===== config.mk =====
export PLATFORM = sky130hd
export DESIGN_NAME = bram_stream_reader
export DESIGN_NICKNAME = d
export VERILOG_FILES = /design/src/rtl/pdh_pkg.sv /design/src/rtl/sync_2ff.sv /design/src/rtl/bram_stream_reader.sv
export SDC_FILE = /design/constraint.sdc
export NUM_CORES = 1
export LEC_CHECK = 0
export CAP_MARGIN = 20
export CORE_UTILIZATION = 51
export CTS_BUF_LIST = sky130_fd_sc_hd__clkbuf_4 sky130_fd_sc_hd__clkbuf_8 sky130_fd_sc_hd__clkbuf_16
export DETAILED_ROUTE_END_ITERATION = 8
export PLACE_DENSITY = 0.85
export SETUP_SLACK_MARGIN = 0.05
export SYNTH_ARGS = -nofsm -noshare
export SYNTH_HDL_FRONTEND = slang
export SYNTH_SLANG_ARGS = --single-unit

===== constraint.sdc =====
create_clock -name axi_clk -period 2.8 [get_ports axi_clk]
set_input_delay 0.56 -clock axi_clk [delete_from_list [all_inputs] [get_ports axi_clk]]
set_output_delay 0.56 -clock axi_clk [all_outputs]
set_load 0.1 [all_outputs]

===== src/rtl/pdh_pkg.sv =====
// -----------------------------------------------------------------------------
// pdh_pkg
//   Shared definitions for the capture read-side engine.
//   - reader_state_t : FSM encoding of bram_stream_reader
//   - DATA_W         : BRAM word / stream data width
//   - BRAM_RD_LAT    : BRAM read latency in cycles (address to data)
// -----------------------------------------------------------------------------
package pdh_pkg;

  localparam int DATA_W      = 64;
  localparam int BRAM_RD_LAT = 1;

  typedef enum logic [1:0] {
    ST_IDLE   = 2'b00,
    ST_STREAM = 2'b01,
    ST_DRAIN  = 2'b10,
    ST_DONE   = 2'b11
  } reader_state_t;

endpackage


===== src/rtl/sync_2ff.sv =====
// -----------------------------------------------------------------------------
// sync_2ff
//   Two-flop synchronizer for slow level signals crossing into clk.
//   Ports:
//     clk    in   destination clock
//     rst_ni in   asynchronous active-low reset (outputs clear to 0)
//     d      in   WIDTH-bit asynchronous input
//     q      out  WIDTH-bit synchronized output
// -----------------------------------------------------------------------------
module sync_2ff #(
  parameter int WIDTH = 1
) (
  input  logic             clk,
  input  logic             rst_ni,
  input  logic [WIDTH-1:0] d,
  output logic [WIDTH-1:0] q
);

  logic [WIDTH-1:0] meta_r;
  logic [WIDTH-1:0] sync_r;

  // Two-stage capture of the asynchronous input
  always_ff @(posedge clk or negedge rst_ni) begin
    if (!rst_ni) begin
      meta_r <= {WIDTH{1'b0}};
      sync_r <= {WIDTH{1'b0}};
    end else begin
      meta_r <= d;
      sync_r <= meta_r;
    end
  end

  assign q = sync_r;

endmodule


===== src/rtl/bram_stream_reader.sv =====
// -----------------------------------------------------------------------------
// bram_stream_reader
//   Sweeps the capture BRAM from address 0 to DEPTH-1 once per capture and
//   presents each word as an AXI-Stream beat. Raises dma_done_o after the
//   tlast handshake and holds it until the enable level falls (4-phase).
//   Dropping the enable mid-capture aborts: the current head beat is still
//   delivered (with tlast forced), everything else is discarded.
//
//   Optional feature macro: BRAM_READER_STALL_CNT_EN
//     adds stall_cnt_o, a saturating count of tvalid & !tready cycles for the
//     current capture, cleared when a new capture starts.
//
//   Ports:
//     axi_clk        in   sole clock (also the BRAM read clock)
//     rst_ni         in   asynchronous active-low reset
//     dma_enable_i   in   capture-ready level from the pdh_clk domain
//     raddr_o        out  BRAM read address
//     rdata_i        in   BRAM read data, valid one cycle after raddr_o
//     m_axis_tdata   out  stream data
//     m_axis_tvalid  out  stream valid
//     m_axis_tready  in   stream ready
//     m_axis_tlast   out  last beat of the capture (or of an aborted one)
//     dma_done_o     out  capture fully delivered
//     stall_cnt_o    out  (macro only) backpressure cycle count
// -----------------------------------------------------------------------------
module bram_stream_reader
  import pdh_pkg::*;
#(
  parameter int DEPTH = 16384,
  // A DEPTH of 1 still needs a 1-bit address port.
  parameter int AW    = (DEPTH > 1) ? $clog2(DEPTH) : 1
) (
  input  logic              axi_clk,
  input  logic              rst_ni,
  input  logic              dma_enable_i,
  output logic [AW-1:0]     raddr_o,
  input  logic [DATA_W-1:0] rdata_i,
  output logic [DATA_W-1:0] m_axis_tdata,
  output logic              m_axis_tvalid,
  input  logic              m_axis_tready,
  output logic              m_axis_tlast,
  output logic              dma_done_o
`ifdef BRAM_READER_STALL_CNT_EN
  ,
  output logic [31:0]       stall_cnt_o
`endif
);

  localparam logic [AW-1:0] LAST_ADDR = AW'(DEPTH - 1);

  logic          en_s;
  reader_state_t state_r;
  reader_state_t state_nxt;

  logic [AW-1:0]     rd_addr_r;
  logic              inflight_r;
  logic              inflight_last_r;
  logic [DATA_W-1:0] fifo_data_r [2];
  logic              fifo_last_r [2];
  logic              rd_ptr_r;
  logic              wr_ptr_r;
  logic [1:0]        count_r;
  logic              force_last_r;
  logic              done_r;

  logic              tvalid_s;
  logic              pop_s;
  logic              push_s;
  logic              issue_s;
  logic              abort_s;
  logic              start_s;
  logic [2:0]        occ_s;

  sync_2ff #(.WIDTH(1)) u_en_sync (
    .clk    (axi_clk),
    .rst_ni (rst_ni),
    .d      (dma_enable_i),
    .q      (en_s)
  );

  assign tvalid_s = (count_r != 2'd0);
  assign pop_s    = tvalid_s & m_axis_tready;
  // Slots that will be occupied after this cycle if nothing new is issued.
  assign occ_s    = {1'b0, count_r} + {2'b00, inflight_r} - {2'b00, pop_s};

  // FSM state register
  always_ff @(posedge axi_clk or negedge rst_ni) begin
    if (!rst_ni) begin
      state_r <= ST_IDLE;
    end else begin
      state_r <= state_nxt;
    end
  end

  // Next-state, read-issue and abort decode
  always_comb begin
    state_nxt = state_r;
    issue_s   = 1'b0;
    abort_s   = 1'b0;
    start_s   = 1'b0;
    case (state_r)
      ST_IDLE: begin
        // An aborted beat still waiting for its handshake blocks a restart.
        if (en_s && (count_r == 2'd0)) begin
          state_nxt = ST_STREAM;
          start_s   = 1'b1;
        end else begin
          state_nxt = ST_IDLE;
        end
      end
      ST_STREAM: begin
        if (!en_s) begin
          abort_s   = 1'b1;
          state_nxt = ST_IDLE;
        end else begin
          if (occ_s < 3'd2) begin
            issue_s = 1'b1;
          end else begin
            issue_s = 1'b0;
          end
          if (issue_s && (rd_addr_r == LAST_ADDR)) begin
            state_nxt = ST_DRAIN;
          end else begin
            state_nxt = ST_STREAM;
          end
        end
      end
      ST_DRAIN: begin
        if (!en_s) begin
          abort_s   = 1'b1;
          state_nxt = ST_IDLE;
        end else if (pop_s && fifo_last_r[rd_ptr_r]) begin
          state_nxt = ST_DONE;
        end else begin
          state_nxt = ST_DRAIN;
        end
      end
      ST_DONE: begin
        if (!en_s) begin
          state_nxt = ST_IDLE;
        end else begin
          state_nxt = ST_DONE;
        end
      end
      default: begin
        state_nxt = ST_IDLE;
      end
    endcase
    // Data returning for a read issued before an abort is dropped.
    push_s = inflight_r & ~abort_s;
  end

  // Read address, in-flight tracking and the 2-entry output FIFO
  always_ff @(posedge axi_clk or negedge rst_ni) begin
    if (!rst_ni) begin
      rd_addr_r       <= {AW{1'b0}};
      inflight_r      <= 1'b0;
      inflight_last_r <= 1'b0;
      fifo_data_r[0]  <= {DATA_W{1'b0}};
      fifo_data_r[1]  <= {DATA_W{1'b0}};
      fifo_last_r[0]  <= 1'b0;
      fifo_last_r[1]  <= 1'b0;
      rd_ptr_r        <= 1'b0;
      wr_ptr_r        <= 1'b0;
      count_r         <= 2'd0;
      force_last_r    <= 1'b0;
      done_r          <= 1'b0;
    end else begin
      // The sweep stops on an explicit compare, so the address never wraps.
      if (start_s) begin
        rd_addr_r <= {AW{1'b0}};
      end else if (issue_s && (rd_addr_r != LAST_ADDR)) begin
        rd_addr_r <= rd_addr_r + AW'(1);
      end else begin
        rd_addr_r <= rd_addr_r;
      end

      inflight_r      <= issue_s;
      inflight_last_r <= issue_s & (rd_addr_r == LAST_ADDR);

      if (push_s) begin
        fifo_data_r[wr_ptr_r] <= rdata_i;
        fifo_last_r[wr_ptr_r] <= inflight_last_r;
      end else begin
        fifo_data_r[wr_ptr_r] <= fifo_data_r[wr_ptr_r];
        fifo_last_r[wr_ptr_r] <= fifo_last_r[wr_ptr_r];
      end

      if (abort_s) begin
        if (tvalid_s && !pop_s) begin
          // Keep only the head; it leaves with tlast forced high.
          count_r      <= 2'd1;
          wr_ptr_r     <= ~rd_ptr_r;
          rd_ptr_r     <= rd_ptr_r;
          force_last_r <= 1'b1;
        end else begin
          count_r      <= 2'd0;
          rd_ptr_r     <= rd_ptr_r ^ pop_s;
          wr_ptr_r     <= rd_ptr_r ^ pop_s;
          force_last_r <= 1'b0;
        end
      end else begin
        count_r  <= count_r + {1'b0, push_s} - {1'b0, pop_s};
        wr_ptr_r <= wr_ptr_r ^ push_s;
        rd_ptr_r <= rd_ptr_r ^ pop_s;
        if (pop_s) begin
          force_last_r <= 1'b0;
        end else begin
          force_last_r <= force_last_r;
        end
      end

      done_r <= (state_nxt == ST_DONE);
    end
  end

`ifdef BRAM_READER_STALL_CNT_EN
  logic [31:0] stall_cnt_r;

  // Saturating backpressure counter, cleared at capture start
  always_ff @(posedge axi_clk or negedge rst_ni) begin
    if (!rst_ni) begin
      stall_cnt_r <= 32'd0;
    end else if (start_s) begin
      stall_cnt_r <= 32'd0;
    end else if (tvalid_s && !m_axis_tready && (stall_cnt_r != 32'hFFFF_FFFF)) begin
      stall_cnt_r <= stall_cnt_r + 32'd1;
    end else begin
      stall_cnt_r <= stall_cnt_r;
    end
  end

  assign stall_cnt_o = stall_cnt_r;
`endif

  assign raddr_o       = rd_addr_r;
  assign m_axis_tdata  = fifo_data_r[rd_ptr_r];
  assign m_axis_tvalid = tvalid_s;
  // abort_s covers the one cycle before force_last_r takes over.
  assign m_axis_tlast  = tvalid_s & (fifo_last_r[rd_ptr_r] | force_last_r | abort_s);
  assign dma_done_o    = done_r;

endmodule


==> out/qor.csv, run 1 <==
stage,metric,value,unit
sta,Final Cycle Share,94.2,%
critical_path,crit path to,raddr_o[3],
routing,Routed WL,16.6,mm
critical_path,CP max FO,8,
floorplanning,Site Rows,42,
place,hpwl dp,11.4,mm
sta,Tightest Pin Transition,567,ps
sta,post-route setup slack,162,ps
routing,routed via count,4835,
logic_synthesis,Synth area leaders,"dfrtp_1, mux2_2, ha_1",
floorplanning,die area,0.0145,mm²
worst_hold_path,Hold Crit Class,in2async,
logic_synthesis,Post-Synthesis Cells,505,
critical_path,Worst R2R End,raddr_o[3],
routing,drt drc,0,
final_layout,"commonest non-fill, non-tap cell in the layout",mux2_2,
final_layout,most frequent cells in the layout,"mux2_2, dfrtp_1, buf_12, clkdlybuf4s50_1, buf_4",
sta,RSZ-0062 raised after global routing,no,
final_layout,sequential cell area,0.00391,mm²
place,Post-Place Setup Slack,-319,ps
critical_path,startpoint types,input pin,
floorplanning,IO Count,149,
logic_synthesis,Synthesized Nets,581,
critical_path,Worst EP required,3150,ps
routing,per-cell routed wire length,19.3,µm
global_routing,overall routing resource usage,24.3,%
critical_path,Worst EP arrival,2990,ps
global_routing,largest net degree at the start of global routing,68,
floorplanning,Die Span X,120,µm
final_layout,share of layout cells above drive strength 1,51.4,%
sta,fin crit period,2640,ps
sta,"Slew Viols, Final",0,
global_routing,first-pass GRT wire length,26.8,mm
final_layout,area of the multi-input gates,0.00307,mm²
sta,Final Hold Viols,0,
sta,skew final,8.26,ps
cts,"Clk Latency, worst-skew pair",420,ps
floorplanning,Initial Util,53.1,%
sta,Slew Limit Headroom,61.9,%
routing,Pre-antenna DRT Iters,4,
run_status,status,completed,
critical_path,Critical Path End Type,flop,
routing,post-route ant nets,0,
cts,CTS Buf Count,17,
floorplanning,Core Box Area,0.0135,mm²
logic_synthesis,number of synthesized register bits,156,
cts,setup bufs post-CTS,0,
critical_path,Crit Path Category,in2reg,
global_routing,total grt overflow,0,
critical_path,RR Startpoint,count_r[0],
final_layout,Layout Nets,746,
floorplanning,height of the chip,120,µm
logic_synthesis,synthesized area,0.00714,mm²
logic_synthesis,cell taking the most area after synthesis,dfrtp_1,
cts,# hold bufs at CTS,0,
logic_synthesis,yosys warns,0,
place,Placer Congestion,0.865,
logic_synthesis,synth unique cells,48,
critical_path,Reg2Reg Setup Slack,390,ps
place,Port Buffers,148,
final_layout,ant diodes,0,
global_routing,vias in the first global route,5258,
critical_path,critical path startpoint,m_axis_tready,
cts,CTS tree,built,
logic_synthesis,post-synth top area share,54.7,%
cts,Clock Tree Buf Depth,2,
final_layout,area grow syn2layout,42.6,%
logic_synthesis,sequential share of the synthesized area,54.7,%
cts,clock-pin slew on the worst setup and hold paths,60,ps
sta,final setup fails,0,
cts,H-tree depth,4,
routing,Via density,5.63,
logic_synthesis,Mapped Avg Cell Area,14.1,µm²
cts,root buffer selected by CTS,clkbuf_16,
routing,1st-iter DRT viols,262,
flow_run,MaxCap Viol Count,0,
cts,cts repair resizes,0,
critical_path,r2r worst-path depth,7,
final_layout,fillers,808,
cts,Num Clock Sinks,156,
global_routing,initial antenna violation count,0,
sta,fmax,379,MHz
==> worst max-delay path, stage by stage <==
cell and delay [ps]:
clkdlybuf4s50_1 520, nand2_1 70, nor2_1 140, o21ai_1 120
fa_2 570, and3_4 210, nand2_4 90, or4_1 540
a21oi_1 160
==> layer usage <==
layer / GRT usage [%] / up-vias / part of all wire, %
li1: - / 2175 / -
met1: 30.1 / 2485 / 41
met2: 41.1 / 154 / 51
met3: 5.85 / 21 / 5.8
met4: 9.65 / 0 / 1.7
met5: 0 / - / 0
==> final cells by class <==
cell class                      instances  share of cell area [%]
Multi-Input combinational cell        316                    30.2
Inverter                                8                   0.295
Tap cell                              176                    2.16
Sequential cell                       156                    38.4
Timing Repair Buffer                  171                    23.0
Clock buffer                           19                    4.39
Clock inverter                         13                    1.63
==> sequential cells by signal, indices dropped and copies added, names as in the netlist <==
name,cells
fifo_data_r,128
inflight_r,1
fifo_last_r,2
u_en_sync.meta_r,1
inflight_last_r,1
state_r,2
force_last_r,1
count_r,2
u_en_sync.q,1
rd_ptr_r,1
wr_ptr_r,1
raddr_o,14
dma_done_o,1
==> logic make-up (layout without fill, tap and decap cells) <==
logic type,after synthesis,count (layout),share of synthesized area (%)
mux,196,196,30.9
flops,156,156,54.7
simple gates,70,70,5.77
compound gates,35,35,3.40
buf+inv,33,211,2.80
fa+ha+maj,8,8,1.51
xor+xnor,7,7,0.964
==> metrics by stage <==
| stage | TNS, ps | instance area [µm²] | util, % | hold slack [ps] | instances |
|---|---|---|---|---|---|
| after floorplan | 0 | 7140 | - | 264 | 505 |
| after global placement | -1250 | 9560 | 71.1 | 339 | 827 |
| after detailed placement | -2970 | 9560 | 71.1 | 336 | 827 |
| after CTS | 0 | 10200 | 75.6 | 95.5 | 859 |
| after global routing | 0 | 10200 | 75.7 | 114 | 859 |
| final | 0 | 10200 | 75.7 | 87.0 | 859 |
==> Yosys cell counts (all sizes together) <==
cell / n
nor4bb: 1
and2: 1
nand3: 11
fa: 1
a21oi: 11
dfrtp: 156
nor3: 3
or2: 1
nand2: 16
mux2i: 1
nand4: 9
and3: 2
a21bo: 1
inv: 8
a221oi: 1
o21a: 1
xor2: 4
nor4: 2
ha: 7
o311ai: 3
or3: 1
nand3b: 1
mux2: 195
nand2b: 1
o21ai: 7
a211oi: 1
a311o: 1
xnor2: 3
buf: 25
o211ai: 1
o41ai: 1
o31ai: 7
and2b: 1
or4: 6
nor2b: 1
and4: 4
nor2: 9
==> worst min path at each step <==
stage	from	end	slack, ps	cells past startpoint
after detailed placement	u_en_sync.meta_r	u_en_sync.q	340	0
after CTS	rst_ni	fifo_data_r[76]	100	1
after global placement	u_en_sync.meta_r	u_en_sync.q	340	0
after floorplan	rst_ni	count_r[0]	260	0
after global routing	rst_ni	fifo_data_r[12]	110	1
final	rst_ni	fifo_data_r[76]	90	1
Power of run 1 is not shown: default switching activity piles up to over one toggle a cycle in this logic, so the estimate is an artifact.
==> run 2, diff against run 1 <==
- ABC_AREA: default -> 1
==> out/qor.csv, run 2 <==
stage,metric,value,unit
routing,drt drc,0,
final_layout,fillers,960,
place,Port Buffers,148,
logic_synthesis,Synth top cells by count,"nand2_1, dfrtp_1, o21ai_0",
cts,CTS tree,built,
cts,clock-pin slew on the worst setup and hold paths,60,ps
routing,1st-iter DRT viols,427,
critical_path,startpoint types,flop,
logic_synthesis,Post-Synth Simple-Gate Area,15.0,%
final_layout,Top reg by flops,fifo_data_r,
logic_synthesis,number of synthesized register bits,156,
logic_synthesis,main combinational cell family by area after synthesis,simple AND/OR/NAND/NOR gates,
final_layout,Layout Nets,987,
critical_path,Critical Path End Type,output pin,
sta,Final Cycle Share,90.1,%
sta,final setup fails,0,
logic_synthesis,top_reg_cell synth,dfrtp_1,
critical_path,Worst EP arrival,1960,ps
critical_path,Worst EP required,2240,ps
routing,routed via count,5734,
logic_synthesis,Mapped Avg Cell Area,9.38,µm²
final_layout,area of the multi-input gates,0.00273,mm²
place,hpwl dp,10.8,mm
cts,Num Clock Sinks,156,
routing,per-cell routed wire length,14.8,µm
sta,fmax,396,MHz
critical_path,Crit Path Category,reg2out,
flow_run,MaxCap Viol Count,0,
routing,Via density,5.20,
logic_synthesis,post-synth top area share,54.2,%
final_layout,share of layout cells above drive strength 1,21.9,%
global_routing,initial antenna violation count,0,
logic_synthesis,synth unique cells,28,
logic_synthesis,area fraction in compound gates after synthesis,10.2,%
logic_synthesis,xor/xnor share of the synthesized area,0.852,%
final_layout,number of flip-flops under the largest register name,128,
logic_synthesis,sequential share of the synthesized area,54.2,%
sta,Final Hold Viols,0,
floorplanning,die area,0.0146,mm²
global_routing,overall routing resource usage,23.9,%
sta,"Slew Viols, Final",0,
routing,post-route ant nets,0,
global_routing,largest net degree at the start of global routing,81,
floorplanning,IO Count,149,
logic_synthesis,cell taking the most area after synthesis,dfrtp_1,
critical_path,CP Cell Sequence,buf_4 > nand2_1 > o21ai_1 > buf_12,
logic_synthesis,number of synthesized flops with an enable pin,0,
logic_synthesis,proportion of synthesized area in mux cells,10.2,%
place,Placer Congestion,0.825,
logic_synthesis,Synth Area in Adders,1.50,%
routing,Pre-antenna DRT Iters,8,
floorplanning,Core Box Area,0.0138,mm²
sta,fin crit period,2520,ps
final_layout,area grow syn2layout,36.2,%
logic_synthesis,yosys warns,0,
sta,Tightest Pin Transition,757,ps
worst_hold_path,Hold Crit Class,in2async,
floorplanning,Initial Util,52.0,%
sta,Setup TNS Final,0,ps
floorplanning,Die Span X,121,µm
global_routing,total grt overflow,0,
sta,Slew Limit Headroom,49.5,%
cts,CTS Buf Count,17,
final_layout,ant diodes,0,
logic_synthesis,Synthesized Nets,843,
critical_path,CP max FO,34,
routing,Routed WL,16.4,mm
final_layout,sequential cell area,0.00391,mm²
critical_path,Critical path buffers and inverters,2,
cts,setup bufs post-CTS,0,
floorplanning,height of the chip,121,µm
cts,H-tree depth,4,
final_layout,most frequent cells in the layout,"nand2_1, dfrtp_1, inv_1, o21ai_0, clkdlybuf4s50_1",
cts,Clock Tree Buf Depth,2,
global_routing,first-pass GRT wire length,27.1,mm
critical_path,kind of cell adding the most delay to the critical path,flip-flops,
logic_synthesis,Synth area leaders,"dfrtp_1, nand2_1, o21ai_0",
critical_path,slowest CP cell,dfrtp_4,
global_routing,vias in the first global route,5587,
logic_synthesis,Post-Synthesis Cells,767,
cts,cts repair resizes,0,
run_status,status,completed,
sta,skew final,8.69,ps
final_layout,"commonest non-fill, non-tap cell in the layout",nand2_1,
floorplanning,Site Rows,43,
critical_path,max incr delay on CP,650,ps
logic_synthesis,"Async S/R FF share, synth",100,%
logic_synthesis,"count leader, synth",nand2_1,
cts,"Clk Latency, worst-skew pair",420,ps
sta,RSZ-0062 raised after global routing,no,
cts,# hold bufs at CTS,0,
logic_synthesis,synthesized area,0.00720,mm²
cts,root buffer selected by CTS,clkbuf_16,
[run 2: cell types whose count changed after synthesis, sizes merged, moves of 4 or more]
cell and change:
nor2 +15, a21oi -7, nand2 +190, o21ai +128
o31ai -7, mux2 -130, inv +84, buf -4
and4 -4, or4 -6, clkbuf +17
[run 2: per-stage QoR]
stage                     setup slack, ps  area [µm²]  utilization (%)  instances  hold WS, ps
after floorplan                      -673        7200                -        767          264
after detailed placement            -25.1        9180             66.4       1071          336
after global placement               41.8        9180             66.4       1071          332
after global routing                  185        9800             70.9       1103          232
after CTS                             142        9780             70.7       1102          204
final                                 276        9800             70.9       1103          173
[run 2: layer usage]
| metal | vias to the layer above | track usage, % | share of wire [%] |
|---|---|---|---|
| met1 | 2776 | 31.9 | 43 |
| met2 | 181 | 38.4 | 49 |
| met3 | 29 | 4.67 | 6.2 |
| met5 | - | 0 | 0 |
| li1 | 2748 | - | - |
| met4 | 0 | 9.34 | 2.1 |
[run 2: worst reg2reg max path: stages, from the launching register on]
cell     delay, ps
dfrtp_1        470
nor2_2         110
nor2_1         140
nand2_1         80
o21ai_0         90
nand2_1        100
fa_1           520
nand2_1         60
nor2_2         110
nand2_2        110
o21a_4         290
nand2_1         90
nand2_1         60
[run 2: final timing paths]
| check | cells after the start | slack, ps | startpoint | to |
|---|---|---|---|---|
| max in group asynchronous | 2 | 1870 | rst_ni | fifo_data_r[48] |
| min in group axi_clk | 0 | 350 | u_en_sync.meta_r | u_en_sync.q |
| max | 4 | 280 | rd_ptr_r | m_axis_tdata[30] |
| max reg2reg | 12 | 460 | count_r[1] | raddr_o[13] |
| min | 1 | 170 | rst_ni | fifo_data_r[78] |
| min reg2reg | 0 | 350 | u_en_sync.meta_r | u_en_sync.q |
[run 2: logic make-up after synthesis]
logic type      Yosys count
xor+xnor                  7
simple gates            258
flops                   156
fa+ha+maj                 8
compound gates          143
mux                      65
buf+inv                 130
[run 2: final cells by class]
type	count	share of cell area, %
Clock inverter	11	1.47
Tap cell	180	2.30
Clock buffer	20	4.63
Inverter	92	3.52
Multi-Input combinational cell	481	27.8
Timing Repair Buffer	163	20.4
Sequential cell	156	39.9
Power of run 2 is left out for the same reason.
==> run 3, diff against run 2 <==
- GPL_ROUTABILITY_DRIVEN: default -> 0
==> results of run 3 <==
No change in the layout: final DEF, timing and power equal those of run 2.
Power of run 3 is left out for the same reason.
